--- config.mk ---
export PLATFORM = sky130hd
export DESIGN_NAME = stack_arb_flat
export DESIGN_NICKNAME = d
export VERILOG_FILES = /design/src/rtl/stack_pkg.sv /design/src/rtl/stack_arb_if.sv /design/src/rtl/stack_mem.sv /design/src/rtl/stack_arb.sv /design/src/flat_wrapper.sv
export SDC_FILE = /design/constraint.sdc
export NUM_CORES = 1
export LEC_CHECK = 0
export CAP_MARGIN = 5
export CORE_MARGIN = 4
export CORE_UTILIZATION = 30
export CTS_CLUSTER_DIAMETER = 50
export DETAILED_ROUTE_END_ITERATION = 6
export GPL_ROUTABILITY_DRIVEN = 0
export GPL_TIMING_DRIVEN = 0
export MAX_ROUTING_LAYER = met4
export SLEW_MARGIN = 20
export SYNTH_ARGS = -nofsm -noshare
export SYNTH_HDL_FRONTEND = slang
export SYNTH_HIERARCHICAL = 1
export SYNTH_SLANG_ARGS = --single-unit
--- constraint.sdc ---
create_clock -name c -period 2.4 [get_ports c]
set_clock_uncertainty 0.2 [all_clocks]
set_input_delay 0.36 -clock c [delete_from_list [all_inputs] [get_ports c]]
set_output_delay 0.36 -clock c [all_outputs]
set_load 0.03 [all_outputs]
--- src/rtl/stack_pkg.sv ---
// ----------------------------------------------------------------------------
// stack_pkg
// Shared definitions for the arbitrated stack: FSM state encoding and the
// default data width / stack depth used by the interface, storage and top.
// ----------------------------------------------------------------------------
package stack_pkg;

    localparam int DEF_WIDTH = 8;
    localparam int DEF_DEPTH = 8;

    typedef enum logic [1:0] {
        IDLE = 2'd0,
        OP   = 2'd1,
        ACK  = 2'd2
    } state_t;

endpackage : stack_pkg

--- src/rtl/stack_arb_if.sv ---
// ----------------------------------------------------------------------------
// stack_arb_if
// Request/response bundle between two requesters and the arbitrated stack.
//   wr0/wr1, rd0/rd1 : push / pop requests, held until the matching ack
//   i0/i1            : push data, stable while the request is held
//   ack0/ack1        : one-cycle completion pulses
//   err0/err1        : valid with ack, 1 = push on full or pop on empty
//   o0/o1            : pop data, valid with ack, held otherwise
//   full/empty/cnt   : stack occupancy status
// master = requester side, slave = stack side.
// ----------------------------------------------------------------------------
interface stack_arb_if #(
    parameter int WIDTH = stack_pkg::DEF_WIDTH,
    parameter int DEPTH = stack_pkg::DEF_DEPTH
);

    logic                     wr0;
    logic                     wr1;
    logic                     rd0;
    logic                     rd1;
    logic [WIDTH-1:0]         i0;
    logic [WIDTH-1:0]         i1;
    logic                     ack0;
    logic                     ack1;
    logic                     err0;
    logic                     err1;
    logic [WIDTH-1:0]         o0;
    logic [WIDTH-1:0]         o1;
    logic                     full;
    logic                     empty;
    logic [$clog2(DEPTH):0]   cnt;

    modport master (
        output wr0, wr1, rd0, rd1, i0, i1,
        input  ack0, ack1, err0, err1, o0, o1, full, empty, cnt
    );

    modport slave (
        input  wr0, wr1, rd0, rd1, i0, i1,
        output ack0, ack1, err0, err1, o0, o1, full, empty, cnt
    );

endinterface : stack_arb_if

--- src/rtl/stack_mem.sv ---
// ----------------------------------------------------------------------------
// stack_mem
// LIFO storage plus stack pointer. The pointer equals the occupancy; push
// writes at index ptr, pop exposes the entry at index ptr-1 on o_data.
//   i_clk, i_rst     : clock, synchronous active-high reset (pointer only)
//   i_push, i_pop    : one-cycle strobes; push wins if both are set,
//                      push on full / pop on empty are ignored
//   i_data           : push data
//   o_data           : current top of stack (combinational read)
//   o_full, o_empty  : ptr == DEPTH / ptr == 0
//   o_cnt            : current occupancy
// ----------------------------------------------------------------------------
module stack_mem
    import stack_pkg::*;
#(
    parameter int WIDTH = DEF_WIDTH,
    parameter int DEPTH = DEF_DEPTH
) (
    input  logic                   i_clk,
    input  logic                   i_rst,
    input  logic                   i_push,
    input  logic                   i_pop,
    input  logic [WIDTH-1:0]       i_data,
    output logic [WIDTH-1:0]       o_data,
    output logic                   o_full,
    output logic                   o_empty,
    output logic [$clog2(DEPTH):0] o_cnt
);

    localparam int              CW       = $clog2(DEPTH) + 1;
    localparam int              AW       = (DEPTH > 1) ? $clog2(DEPTH) : 1;
    localparam logic [CW-1:0]   FULL_CNT = CW'(DEPTH);

    logic [WIDTH-1:0] r_mem [DEPTH];
    logic [CW-1:0]    r_ptr;
    logic             w_do_push;
    logic             w_do_pop;

    assign o_full    = (r_ptr == FULL_CNT);
    assign o_empty   = (r_ptr == '0);
    assign o_cnt     = r_ptr;
    assign w_do_push = i_push && !o_full;
    assign w_do_pop  = i_pop && !i_push && !o_empty;

    // Top-of-stack read; the index is meaningless when empty but is never
    // consumed in that case.
    assign o_data = r_mem[AW'(r_ptr - 1'b1)];

    // NOTE: sequential state is assigned with <= so every register samples
    // the pre-edge values of its inputs, independent of statement order.
    always_ff @(posedge i_clk) begin
        if (i_rst) begin
            r_ptr <= '0;
        end else if (w_do_push) begin
            r_ptr <= r_ptr + 1'b1;
        end else if (w_do_pop) begin
            r_ptr <= r_ptr - 1'b1;
        end
    end

    // NOTE: the storage array has no reset; entries above the pointer are
    // never read, so clearing them would only cost a reset tree.
    always_ff @(posedge i_clk) begin
        if (w_do_push) begin
            r_mem[AW'(r_ptr)] <= i_data;
        end
    end

endmodule : stack_mem

--- src/rtl/stack_arb.sv ---
// ----------------------------------------------------------------------------
// stack_arb
// Two requesters share one LIFO. A round-robin arbiter picks one request in
// IDLE and latches its operation and data; OP performs the single push or
// pop; ACK registers the winner's ack/err/o for one cycle.
//   c    : clock
//   r    : synchronous active-high reset
//   bus  : stack_arb_if.slave (requests in, responses and status out)
// ----------------------------------------------------------------------------
module stack_arb
    import stack_pkg::*;
#(
    parameter int WIDTH = DEF_WIDTH,
    parameter int DEPTH = DEF_DEPTH
) (
    input  logic        c,
    input  logic        r,
    stack_arb_if.slave  bus
);

    state_t                 r_state;
    state_t                 w_next;

    logic                   r_last;      // requester granted most recently
    logic                   r_win;       // latched winner
    logic                   r_is_push;   // latched operation, 1 = push
    logic [WIDTH-1:0]       r_data;      // latched push data
    logic                   r_res_err;   // outcome captured at the OP edge
    logic [WIDTH-1:0]       r_res_data;  // popped value captured at the OP edge

    logic                   r_ack0;
    logic                   r_ack1;
    logic                   r_err0;
    logic                   r_err1;
    logic [WIDTH-1:0]       r_o0;
    logic [WIDTH-1:0]       r_o1;

    logic                   w_req0;
    logic                   w_req1;
    logic                   w_grant;
    logic                   w_win;
    logic                   w_push;
    logic                   w_pop;
    logic [WIDTH-1:0]       w_mem_dout;
    logic                   w_full;
    logic                   w_empty;
    logic [$clog2(DEPTH):0] w_cnt;

    assign w_req0 = bus.wr0 || bus.rd0;
    assign w_req1 = bus.wr1 || bus.rd1;

    stack_mem #(
        .WIDTH (WIDTH),
        .DEPTH (DEPTH)
    ) u_mem (
        .i_clk   (c),
        .i_rst   (r),
        .i_push  (w_push),
        .i_pop   (w_pop),
        .i_data  (r_data),
        .o_data  (w_mem_dout),
        .o_full  (w_full),
        .o_empty (w_empty),
        .o_cnt   (w_cnt)
    );

    always_ff @(posedge c) begin
        if (r) begin
            r_state <= IDLE;
        end else begin
            r_state <= w_next;
        end
    end

    // NOTE: every signal written here gets a default first, so no path can
    // leave one unassigned and infer a latch.
    always_comb begin
        w_next  = r_state;
        w_grant = 1'b0;
        w_win   = r_win;
        w_push  = 1'b0;
        w_pop   = 1'b0;
        case (r_state)
            IDLE: begin
                if (w_req0 || w_req1) begin
                    w_grant = 1'b1;
                    // Under contention the requester not granted last wins.
                    w_win   = (w_req0 && w_req1) ? ~r_last : w_req1;
                    w_next  = OP;
                end
            end
            OP: begin
                w_push = r_is_push;
                w_pop  = !r_is_push;
                w_next = ACK;
            end
            ACK: begin
                w_next = IDLE;
            end
            default: begin
                w_next = IDLE;
            end
        endcase
    end

    always_ff @(posedge c) begin
        if (r) begin
            r_last     <= 1'b1;     // requester 0 wins the first contention
            r_win      <= 1'b0;
            r_is_push  <= 1'b0;
            r_data     <= '0;
            r_res_err  <= 1'b0;
            r_res_data <= '0;
            r_ack0     <= 1'b0;
            r_ack1     <= 1'b0;
            r_err0     <= 1'b0;
            r_err1     <= 1'b0;
            r_o0       <= '0;
            r_o1       <= '0;
        end else begin
            r_ack0 <= 1'b0;
            r_ack1 <= 1'b0;
            r_err0 <= 1'b0;
            r_err1 <= 1'b0;

            if (w_grant) begin
                r_last    <= w_win;
                r_win     <= w_win;
                // Push takes priority when wr and rd are both held.
                r_is_push <= w_win ? bus.wr1 : bus.wr0;
                r_data    <= w_win ? bus.i1 : bus.i0;
            end

            if (r_state == OP) begin
                r_res_err  <= r_is_push ? w_full : w_empty;
                r_res_data <= w_mem_dout;
            end

            if (r_state == ACK) begin
                if (!r_win) begin
                    r_ack0 <= 1'b1;
                    r_err0 <= r_res_err;
                    if (!r_is_push && !r_res_err) begin
                        r_o0 <= r_res_data;
                    end
                end else begin
                    r_ack1 <= 1'b1;
                    r_err1 <= r_res_err;
                    if (!r_is_push && !r_res_err) begin
                        r_o1 <= r_res_data;
                    end
                end
            end
        end
    end

    assign bus.ack0  = r_ack0;
    assign bus.ack1  = r_ack1;
    assign bus.err0  = r_err0;
    assign bus.err1  = r_err1;
    assign bus.o0    = r_o0;
    assign bus.o1    = r_o1;
    assign bus.full  = w_full;
    assign bus.empty = w_empty;
    assign bus.cnt   = w_cnt;

endmodule : stack_arb

--- src/flat_wrapper.sv ---
// flat-port wrapper written by rule: the top's interface ports become plain ports
module stack_arb_flat import stack_pkg::*;
#(
    parameter int WIDTH = DEF_WIDTH,
    parameter int DEPTH = DEF_DEPTH
)
  (c, r, bus_wr0, bus_wr1, bus_rd0, bus_rd1, bus_i0, bus_i1, bus_ack0, bus_ack1, bus_err0, bus_err1, bus_o0, bus_o1, bus_full, bus_empty, bus_cnt);
  stack_arb_if #(.WIDTH(WIDTH), .DEPTH(DEPTH)) bus_i ();
  input  logic c;
  input  logic r;
  input wire logic [$bits(bus_i.wr0)-1:0] bus_wr0;
  input wire logic [$bits(bus_i.wr1)-1:0] bus_wr1;
  input wire logic [$bits(bus_i.rd0)-1:0] bus_rd0;
  input wire logic [$bits(bus_i.rd1)-1:0] bus_rd1;
  input wire logic [$bits(bus_i.i0)-1:0] bus_i0;
  input wire logic [$bits(bus_i.i1)-1:0] bus_i1;
  output wire logic [$bits(bus_i.ack0)-1:0] bus_ack0;
  output wire logic [$bits(bus_i.ack1)-1:0] bus_ack1;
  output wire logic [$bits(bus_i.err0)-1:0] bus_err0;
  output wire logic [$bits(bus_i.err1)-1:0] bus_err1;
  output wire logic [$bits(bus_i.o0)-1:0] bus_o0;
  output wire logic [$bits(bus_i.o1)-1:0] bus_o1;
  output wire logic [$bits(bus_i.full)-1:0] bus_full;
  output wire logic [$bits(bus_i.empty)-1:0] bus_empty;
  output wire logic [$bits(bus_i.cnt)-1:0] bus_cnt;
  assign bus_i.wr0 = bus_wr0;
  assign bus_i.wr1 = bus_wr1;
  assign bus_i.rd0 = bus_rd0;
  assign bus_i.rd1 = bus_rd1;
  assign bus_i.i0 = bus_i0;
  assign bus_i.i1 = bus_i1;
  assign bus_ack0 = bus_i.ack0;
  assign bus_ack1 = bus_i.ack1;
  assign bus_err0 = bus_i.err0;
  assign bus_err1 = bus_i.err1;
  assign bus_o0 = bus_i.o0;
  assign bus_o1 = bus_i.o1;
  assign bus_full = bus_i.full;
  assign bus_empty = bus_i.empty;
  assign bus_cnt = bus_i.cnt;
  stack_arb #(.WIDTH(WIDTH), .DEPTH(DEPTH)) u_core (.c(c), .r(r), .bus(bus_i));
endmodule
==> flow_summary.toml, run 1 <==
[clocking]
cts_buffer_depth = 2
h-tree-depth = 3
clock_latency_ns = 0.34
cts_root_buf = "clkbuf_16"
hold_buffers = 0
clkTransAtPathRegs_ns = 0.08
numCtsBuffers = 9
cts_tree = "built"
cts.sinks = 110

[finish]
final_cell_mix = "edfxtp_1, clkdlybuf4s50_1, dfxtp_1"
fillCellCount = 1419
drive_above_1_share_pct = 24.18
final_area_mm2 = 0.005663
final_util_pct = 38.67
final_common_cell = "edfxtp_1"
antenna_cells = 0
area_growth_pct = 24.92
fin_nets = 416

[timing]
worst_slack_ns = 0.1146
min_period_over_period_pct = 95.23
relSlewSlack_pct = 56.01
hold_viol = 0
period_minus_slack_ns = 2.285
setup-violations-final = 0
finalHoldWorstSlack_ns = 0.2644
finalMaxSlewViolations = 0
max_freq_ghz = 0.4376
tightest_slew_ns = 0.6585

[global_route]
grt_max_degree = 22
grt_pass1_wl_mm = 15.12
grt_pass1_vias = 2922
grt_usage_pct = 11.85
antenna_found_initial = 0
grt_overflow = 0

[yosys]
syn_area_per_cell_um2 = 13.65
synth_cell_types = 46
yosysWarnings = 6
synth-edff-count = 64
seq_area_frac_synth_pct = 62.71
async_flop_share_pct = 0
synthCells = 332
syn-num-nets = 356
synth_flop_cell = "edfxtp_1"
syn_area_mm2 = 0.004533
ys_ff_latch = 110

[drt]
vias_per_cell = 4.898
ant_nets = 0
first_pass_iters = 4
first_iter_violations = 183
avgRoutedWirePerCell_um = 15.93
vias = 2846
drc = 0
wl_mm = 9.255

[power]
p_switching_mw = 1.174
p_leak_nw = 1.827
total_power_mw = 4.355
comb_power_share_pct = 16.7
sw_frac_of_total_pct = 26.96
p_clk_share_pct = 33.3
ir_drop_uv = 327.2
p_seq_share_pct = 50.0
intPower_mw = 3.181
power.density_mw_per_mm2 = 769.1

[status]
status = "finished, final reports clean"

[worst_setup_path]
r2r-start = "u_core/r_state[0]"
reg2reg_to = "u_core/u_mem/r_mem[1][0]"
ff2ff_path_depth = 7
crit_fanout = 10
start_kind = "register"
worst-setup-path-type = "reg -> reg"
arrival_ns = 2.07
worstSetupEndpointType = "register"
r2r_slack_ns = 0.11
cp.required_ns = 2.18

[floorplan]
core_mm2 = 0.01464
rows = 44
ioPinCount = 48
die-area_mm2 = 0.01714
die_w_um = 130.9
initial_core_util_pct = 30.96
die_h_um = 130.9

[worst_hold_path]
hold_end = "u_core/bus.o1[6]"
hp-class = "reg -> reg"
hold_depth = 2
min_from = "u_core/bus.o1[6]"

[placed_design]
dp_hpwl_mm = 6.606
placed_cell_area_mm2 = 0.005248
post-place-ws_ns = -0.7947
io_buffer_count = 47

[flow_run]
maxCapViolations = 0
## metrics by stage
| step | setup TNS [ns] | std cells |
|---|---|---|
| 2_1_floorplan | -1.065 | 332 |
| 3_3_place_gp | -33.67 | 563 |
| 3_5_place_dp | -32.63 | 563 |
| 4_1_cts | 0 | 581 |
| 5_1_grt | -0.002003 | 581 |
| 6_report | 0 | 581 |
## flip-flops by register name, indices dropped and copies added, names as in the netlist, 2 cells and up
register	flops
u_core/r_state	2
u_core/u_mem/o_cnt	4
u_core/r_res_data	8
u_core/r_data	8
u_core/bus.o1	8
u_core/u_mem/r_mem	64
u_core/bus.o0	8
## synth_stat cells (2+ instances only)
master	instances	area (um^2)
a21oi_1	30	150.1
a41oi_1	8	70.07
and2_1	4	25.02
buf_2	8	40.04
buf_6	6	67.56
clkbuf_1	9	33.78
dfxtp_1	46	920.9
edfxtp_1	64	1922
ha_1	2	25.02
inv_1	12	45.04
mux2_2	9	101.4
mux2i_1	2	20.02
mux4_2	16	360.4
nand2_1	21	78.83
nand2b_1	2	12.51
nand3_1	16	80.08
nand3b_1	2	15.01
nor2_1	15	56.30
nor2b_1	6	37.54
nor3_1	3	15.01
nor4b_1	2	17.52
o21ai_1	7	35.03
o21ai_2	10	87.58
o21bai_1	2	15.01
o221a_1	8	90.09
xnor2_1	2	17.52
## layer usage
metal	vias up	track usage [%]	wire length (um)	share of wire, %
li1	1382	-	-	-
met1	1370	15.05	3879	42
met2	82	18.73	4654	50
met3	12	2.967	550	5.9
met4	0	3.751	171	1.8
met5	-	-	0	0
## logic make-up after synthesis
logic type | synth area share [%]
simple gates | 9.412
xor+xnor | 0.7454
buf+inv | 4.195
compound gates | 11.51
mux | 10.88
fa+ha+maj | 0.5519
flops | 62.71
## layout make-up
type / count / area, um^2 / area share, %
multi-input cells: 186 / 1583 / 27.95
inverters: 13 / 48.80 / 0.8617
clock buffers: 9 / 225.2 / 3.977
well taps: 184 / 230.2 / 4.065
flip-flops and latches: 110 / 2845 / 50.24
clock inverters: 7 / 75.07 / 1.326
plain buffers: 20 / 147.6 / 2.607
repair buffers: 52 / 508.0 / 8.970
## power groups by stage
stage	combinational (mW)	clock [mW]	sequential (mW)
2_1_floorplan	0.478	0	2.21
3_3_place_gp	0.692	0	2.21
3_5_place_dp	0.699	0	2.22
4_1_cts	0.735	1.50	2.18
5_1_grt	0.794	1.58	2.20
6_report	0.725	1.45	2.18
## worst max path at each step
stage | from | endpoint | slack, ns | depth (start not counted)
finish | u_core/r_state[0] | u_core/u_mem/r_mem[1][0] | 0.11 | 7
global route | u_core/r_state[0] | u_core/u_mem/r_mem[1][3] | -0.0007 | 7
CTS | u_core/u_mem/o_cnt[0] | bus_full | 0.01 | 6
detailed placement | u_core/r_state[0] | u_core/u_mem/o_cnt[3] | -0.79 | 9
global placement | u_core/r_state[0] | u_core/u_mem/r_mem[4][5] | -0.82 | 7
floorplan | u_core/r_state[0] | u_core/u_mem/o_cnt[3] | -0.13 | 9
## critical path, cell delays in order (launching register included)
cell and delay, ns:
dfxtp_1 0.33, buf_6 0.13, nor2b_4 0.17, buf_8 0.11, and2_4 0.15, buf_6 0.13
nand3b_1 0.21, nor2_2 0.50
## what timing repair did
| item | CTS | global route |
|---|---|---|
| resized for setup | 33 | 10 |
| setup buffers | 4 | 1 |
| setup endpoints to repair | 76 | 52 |
| gates cloned | 0 | 0 |
| pin swaps | 4 | 1 |
No activity file was read; power rests on OpenSTA's default activity.
==> run 2, diff against run 1 <==
==> constraint.sdc (replaced) <==
create_clock -name c -period 2.05 [get_ports c]
set_clock_uncertainty 0.2 [all_clocks]
set_input_delay 0.3075 -clock c [delete_from_list [all_inputs] [get_ports c]]
set_output_delay 0.3075 -clock c [all_outputs]
set_load 0.03 [all_outputs]
==> flow_summary.toml, run 2 (synthesis results as in run 1) <==
[floorplan]
initial_core_util_pct = 30.96
core_mm2 = 0.01464
ioPinCount = 48
rows = 44
die-area_mm2 = 0.01714
die_h_um = 130.9
die_w_um = 130.9

[clocking]
h-tree-depth = 3
cts_tree = "built"
numCtsBuffers = 9
clkTransAtPathRegs_ns = 0.07
cts_buffer_depth = 2
cts_root_buf = "clkbuf_16"
cts.sinks = 110
clock_latency_ns = 0.34

[finish]
regMostFlops = "u_core/u_mem/r_mem"
final_common_cell = "edfxtp_1"
fin_nets = 440
largest_reg_flops = 64
final_util_pct = 42.03
antenna_cells = 0
layoutNonFillerInstCount = 605
drive_above_1_share_pct = 32.07
area_growth_pct = 35.77
final_cell_mix = "edfxtp_1, clkdlybuf4s50_1, dfxtp_1"
final_area_mm2 = 0.006155

[drt]
ant_nets = 0
first_pass_iters = 4
met3_length_um = 533
drc = 0
route.met2.wl_mm = 5.144
met1_length_mm = 4.778
avgRoutedWirePerCell_um = 17.57
vias = 2988
highest_layer = "met4"
wl_mm = 10.63
first_iter_violations = 254
vias_per_cell = 4.939

[placed_design]
placed_cell_area_mm2 = 0.005386
io_buffer_count = 47
dp.cells = 563
dp_hpwl_mm = 7.055

[status]
status = "finished, final reports clean"

[timing]
finalHoldWorstSlack_ns = 0.2650
finalMaxSlewViolations = 0
hold_viol = 0
period_minus_slack_ns = 2.028
tightest_slew_ns = 0.7379
rsz0062_at_grt = "yes"
relSlewSlack_pct = 50.71
setup-violations-final = 0
min_period_over_period_pct = 98.93
max_freq_ghz = 0.4931

[worst_setup_path]
r2r_slack_ns = 0.02
arrival_ns = 2.03
worst-setup-path-type = "reg -> reg"
start_kind = "register"
cp.required_ns = 2.06
worstSetupEndpointType = "register"
crit_fanout = 10

[global_route]
grt_pass1_vias = 3042
grt_pass1_wl_mm = 16.57
grt_usage_pct = 13.19
antenna_found_initial = 0
grt_overflow = 0
grt_max_degree = 20

[power]
power.density_mw_per_mm2 = 918.5
total_power_mw = 5.653
p_leak_nw = 2.089
ir_drop_uv = 484.7

[worst_hold_path]
hp-class = "reg -> reg"

[flow_run]
maxCapViolations = 0
==> run 2: cell types whose count changed in the layout (fill, tap and decap cells not counted), moves of 3 or more <==
cell,before,now
a21oi_1,30,26
dfxtp_1,44,41
nor2_2,4,1
buf_4,4,21
nor2_4,2,6
mux2_4,0,8
nand2_1,20,16
mux2_2,9,1
buf_12,1,9
a21oi_2,0,3
==> run 2: what timing repair did <==
item                       4_1_cts  5_1_grt
cloned                           1        0
hold buffers                     0        0
hold endpoints to repair         0        0
pin swaps                        8        2
resized for setup               31       17
buffers inserted                19       10
setup endpoints to repair       76       74
==> run 2: worst paths after layout <==
kind | from | to | depth (start not counted)
worst min-delay path | u_core/bus.o0[1] | u_core/bus.o0[1] | 2
worst min register to register | u_core/bus.o0[1] | u_core/bus.o0[1] | 2
worst max-delay path | u_core/u_mem/o_cnt[0] | u_core/r_res_data[3] | 8
worst max register to register | u_core/u_mem/o_cnt[0] | u_core/r_res_data[3] | 8
==> run 2: area by class of cell <==
type                            count  area, um^2
Buffer                             19       152.6
Clock buffer                       11       254.0
Clock inverter                      5       88.84
Fill cell                        1333        8489
Inverter                           13       61.31
Multi-Input combinational cell    186        1699
Sequential cell                   110        2854
Tap cell                          184       230.2
Timing Repair Buffer               77       814.5
==> run 2: where the power goes <==
part / leakage (nW) / switching, mW / internal, mW
combinational: 0.959 / 0.548 / 0.609
clock: 0.167 / 0.784 / 1.16
sequential: 0.962 / 0.103 / 2.45
total: 2.09 / 1.44 / 4.22
==> run 2: per-stage QoR <==
step | TNS, ns | setup slack, ns
CTS | -0.009869 | -0.009869
global route | -0.2648 | -0.03165
detailed placement | -22.72 | -0.4848
finish | 0 | 0.02190
global placement | -20.36 | -0.4494
floorplan | -2.453 | -0.1253
==> run 2: routing by layer <==
layer | vias to the layer above | global-route usage, %
li1 | 1422 | -
met1 | 1486 | 17.44
met2 | 69 | 20.44
met3 | 11 | 2.724
met4 | 0 | 4.235
met5 | - | -
==> run 2: worst max-delay path, cell delays in order (launching register included) <==
cell	delay (ns)
dfxtp_4	0.38
buf_12	0.11
clkinv_8	0.04
ha_4	0.29
buf_12	0.14
mux4_2	0.30
mux2_4	0.29
nand2_2	0.07
a21oi_2	0.05
==> run 3, diff against run 2 <==
--- a/config.mk
+++ b/config.mk
@@ -8,6 +8,7 @@
 export CAP_MARGIN = 5
 export CORE_MARGIN = 4
 export CORE_UTILIZATION = 30
+export CTS_BUF_LIST = sky130_fd_sc_hd__clkbuf_4 sky130_fd_sc_hd__clkbuf_8 sky130_fd_sc_hd__clkbuf_16
 export CTS_CLUSTER_DIAMETER = 50
 export DETAILED_ROUTE_END_ITERATION = 6
 export GPL_ROUTABILITY_DRIVEN = 0
==> flow_summary.toml, run 3 (synthesis results as in run 1) <==
[status]
status = "finished, final reports clean"

[clocking]
cts_root_buf = "clkbuf_16"
hold_buffers = 0
clock_latency_ns = 0.34
cts.sinks = 110
cts_buffer_depth = 2
cts_tree = "built"
clkTransAtPathRegs_ns = 0.07
numCtsBuffers = 9
h-tree-depth = 3

[drt]
avgRoutedWirePerCell_um = 17.58
first_pass_iters = 4
met1_length_mm = 4.783
highest_layer = "met4"
vias_per_cell = 4.945
ant_nets = 0
route.met2.wl_mm = 5.143
wl_mm = 10.64
vias = 2992
drc = 0
first_iter_violations = 254
met3_length_um = 533

[worst_setup_path]
worst-setup-path-type = "reg -> reg"
worst_path_most_repeated_cell = "buf_12"
critPathTopFamily = "multiplexers"
slowest_stage = "dfxtp_4"
crit_chain = "buf_12 > clkinv_8 > ha_4 > buf_12 > mux4_2 > mux2_4 > nand2_2 > a21oi_2"
worstSetupEndpointType = "register"
arrival_ns = 2.03
crit_fanout = 10
start_kind = "register"
path_buf_inv = 3
max_stage_delay_ns = 0.38
cp.required_ns = 2.06

[global_route]
grt_pass1_vias = 3042
grt_pass1_wl_mm = 16.57
grt_usage_pct = 13.19
grt_overflow = 0
antenna_found_initial = 0
grt_max_degree = 20

[finish]
final_common_cell = "edfxtp_1"
fin_nets = 440
layoutNonFillerInstCount = 605
area_growth_pct = 35.85
final_area_mm2 = 0.006158
final_cell_mix = "edfxtp_1, clkdlybuf4s50_1, dfxtp_1"
drive_above_1_share_pct = 32.30
fillCellCount = 1333
largest_reg_flops = 64
regMostFlops = "u_core/u_mem/r_mem"
final_util_pct = 42.05
antenna_cells = 0

[floorplan]
core_mm2 = 0.01464
initial_core_util_pct = 30.96
die_w_um = 130.9
die-area_mm2 = 0.01714
die_h_um = 130.9
ioPinCount = 48
rows = 44

[power]
power.density_mw_per_mm2 = 920.2
ir_drop_uv = 485.0
p_leak_nw = 2.092

[timing]
tightest_slew_ns = 0.7460
finalHoldWorstSlack_ns = 0.2650
relSlewSlack_pct = 50.16
max_freq_ghz = 0.4931
min_period_over_period_pct = 98.93
hold_viol = 0
rsz0062_at_grt = "yes"
setup-violations-final = 0
worst_slack_ns = 0.02189
finalMaxSlewViolations = 0
period_minus_slack_ns = 2.028

[placed_design]
placed_cell_area_mm2 = 0.005386
post-place-ws_ns = -0.4848
dp.cells = 563
io_buffer_count = 47
dp_hpwl_mm = 7.055

[flow_run]
maxCapViolations = 0

[worst_hold_path]
hp-class = "reg -> reg"
[run 3: timing repair]
action                                  in CTS  in global routing
setup buffers                               19                 10
gates resized for setup                     31                 17
endpoints found under the setup margin      76                 74
gates cloned                                 1                  0
pin swaps                                    8                  2
[run 3: final cells by class]
class	instances	area [um^2]	area share, %
sequential	110	2854	46.34
clock buffer	11	257.7	4.185
inverter	13	61.31	0.9955
clock inverter	5	88.84	1.443
tap	184	230.2	3.738
buffer	19	152.6	2.479
multi-input combinational	186	1699	27.59
timing repair buffer	77	814.5	13.23
[run 3: worst paths after layout]
kind	start	to	slack [ns]	cells past startpoint
worst max-delay path	u_core/u_mem/o_cnt[0]	u_core/r_res_data[3]	0.02	8
worst min-delay path	u_core/bus.o0[1]	u_core/bus.o0[1]	0.27	2
worst min register to register	u_core/bus.o0[1]	u_core/bus.o0[1]	0.27	2
worst max register to register	u_core/u_mem/o_cnt[0]	u_core/r_res_data[3]	0.02	8
[run 3: per-layer routing]
layer | GRT usage, % | vias to the layer above
met4 | 4.235 | 0
met5 | - | -
met2 | 20.44 | 69
met1 | 17.44 | 1490
li1 | - | 1422
met3 | 2.724 | 11
[run 3: metrics by stage]
| stage | power [mW] | TNS, ns |
|---|---|---|
| 3_3_place_gp | 3.508 | -20.36 |
| 2_1_floorplan | 3.238 | -2.453 |
| 5_1_grt | 5.881 | -0.2646 |
| 4_1_cts | 5.604 | -0.009869 |
| 3_5_place_dp | 3.528 | -22.72 |
| 6_report | 5.667 | 0 |
[run 3: power by group]
| group | internal, mW | total (mW) | switching, mW |
|---|---|---|---|
| Sequential | 2.45 | 2.55 | 0.103 |
| Combinational | 0.609 | 1.16 | 0.549 |
| Clock | 1.17 | 1.96 | 0.784 |
[run 3: worst reg2reg max path, delay by kind of cell (launching register included)]
kind,cells,cell delay (ns)
flops,1,0.38
buf+inv,3,0.30
mux,2,0.60
fa+ha+maj,1,0.30
compound gates,1,0.05
simple gates,1,0.07
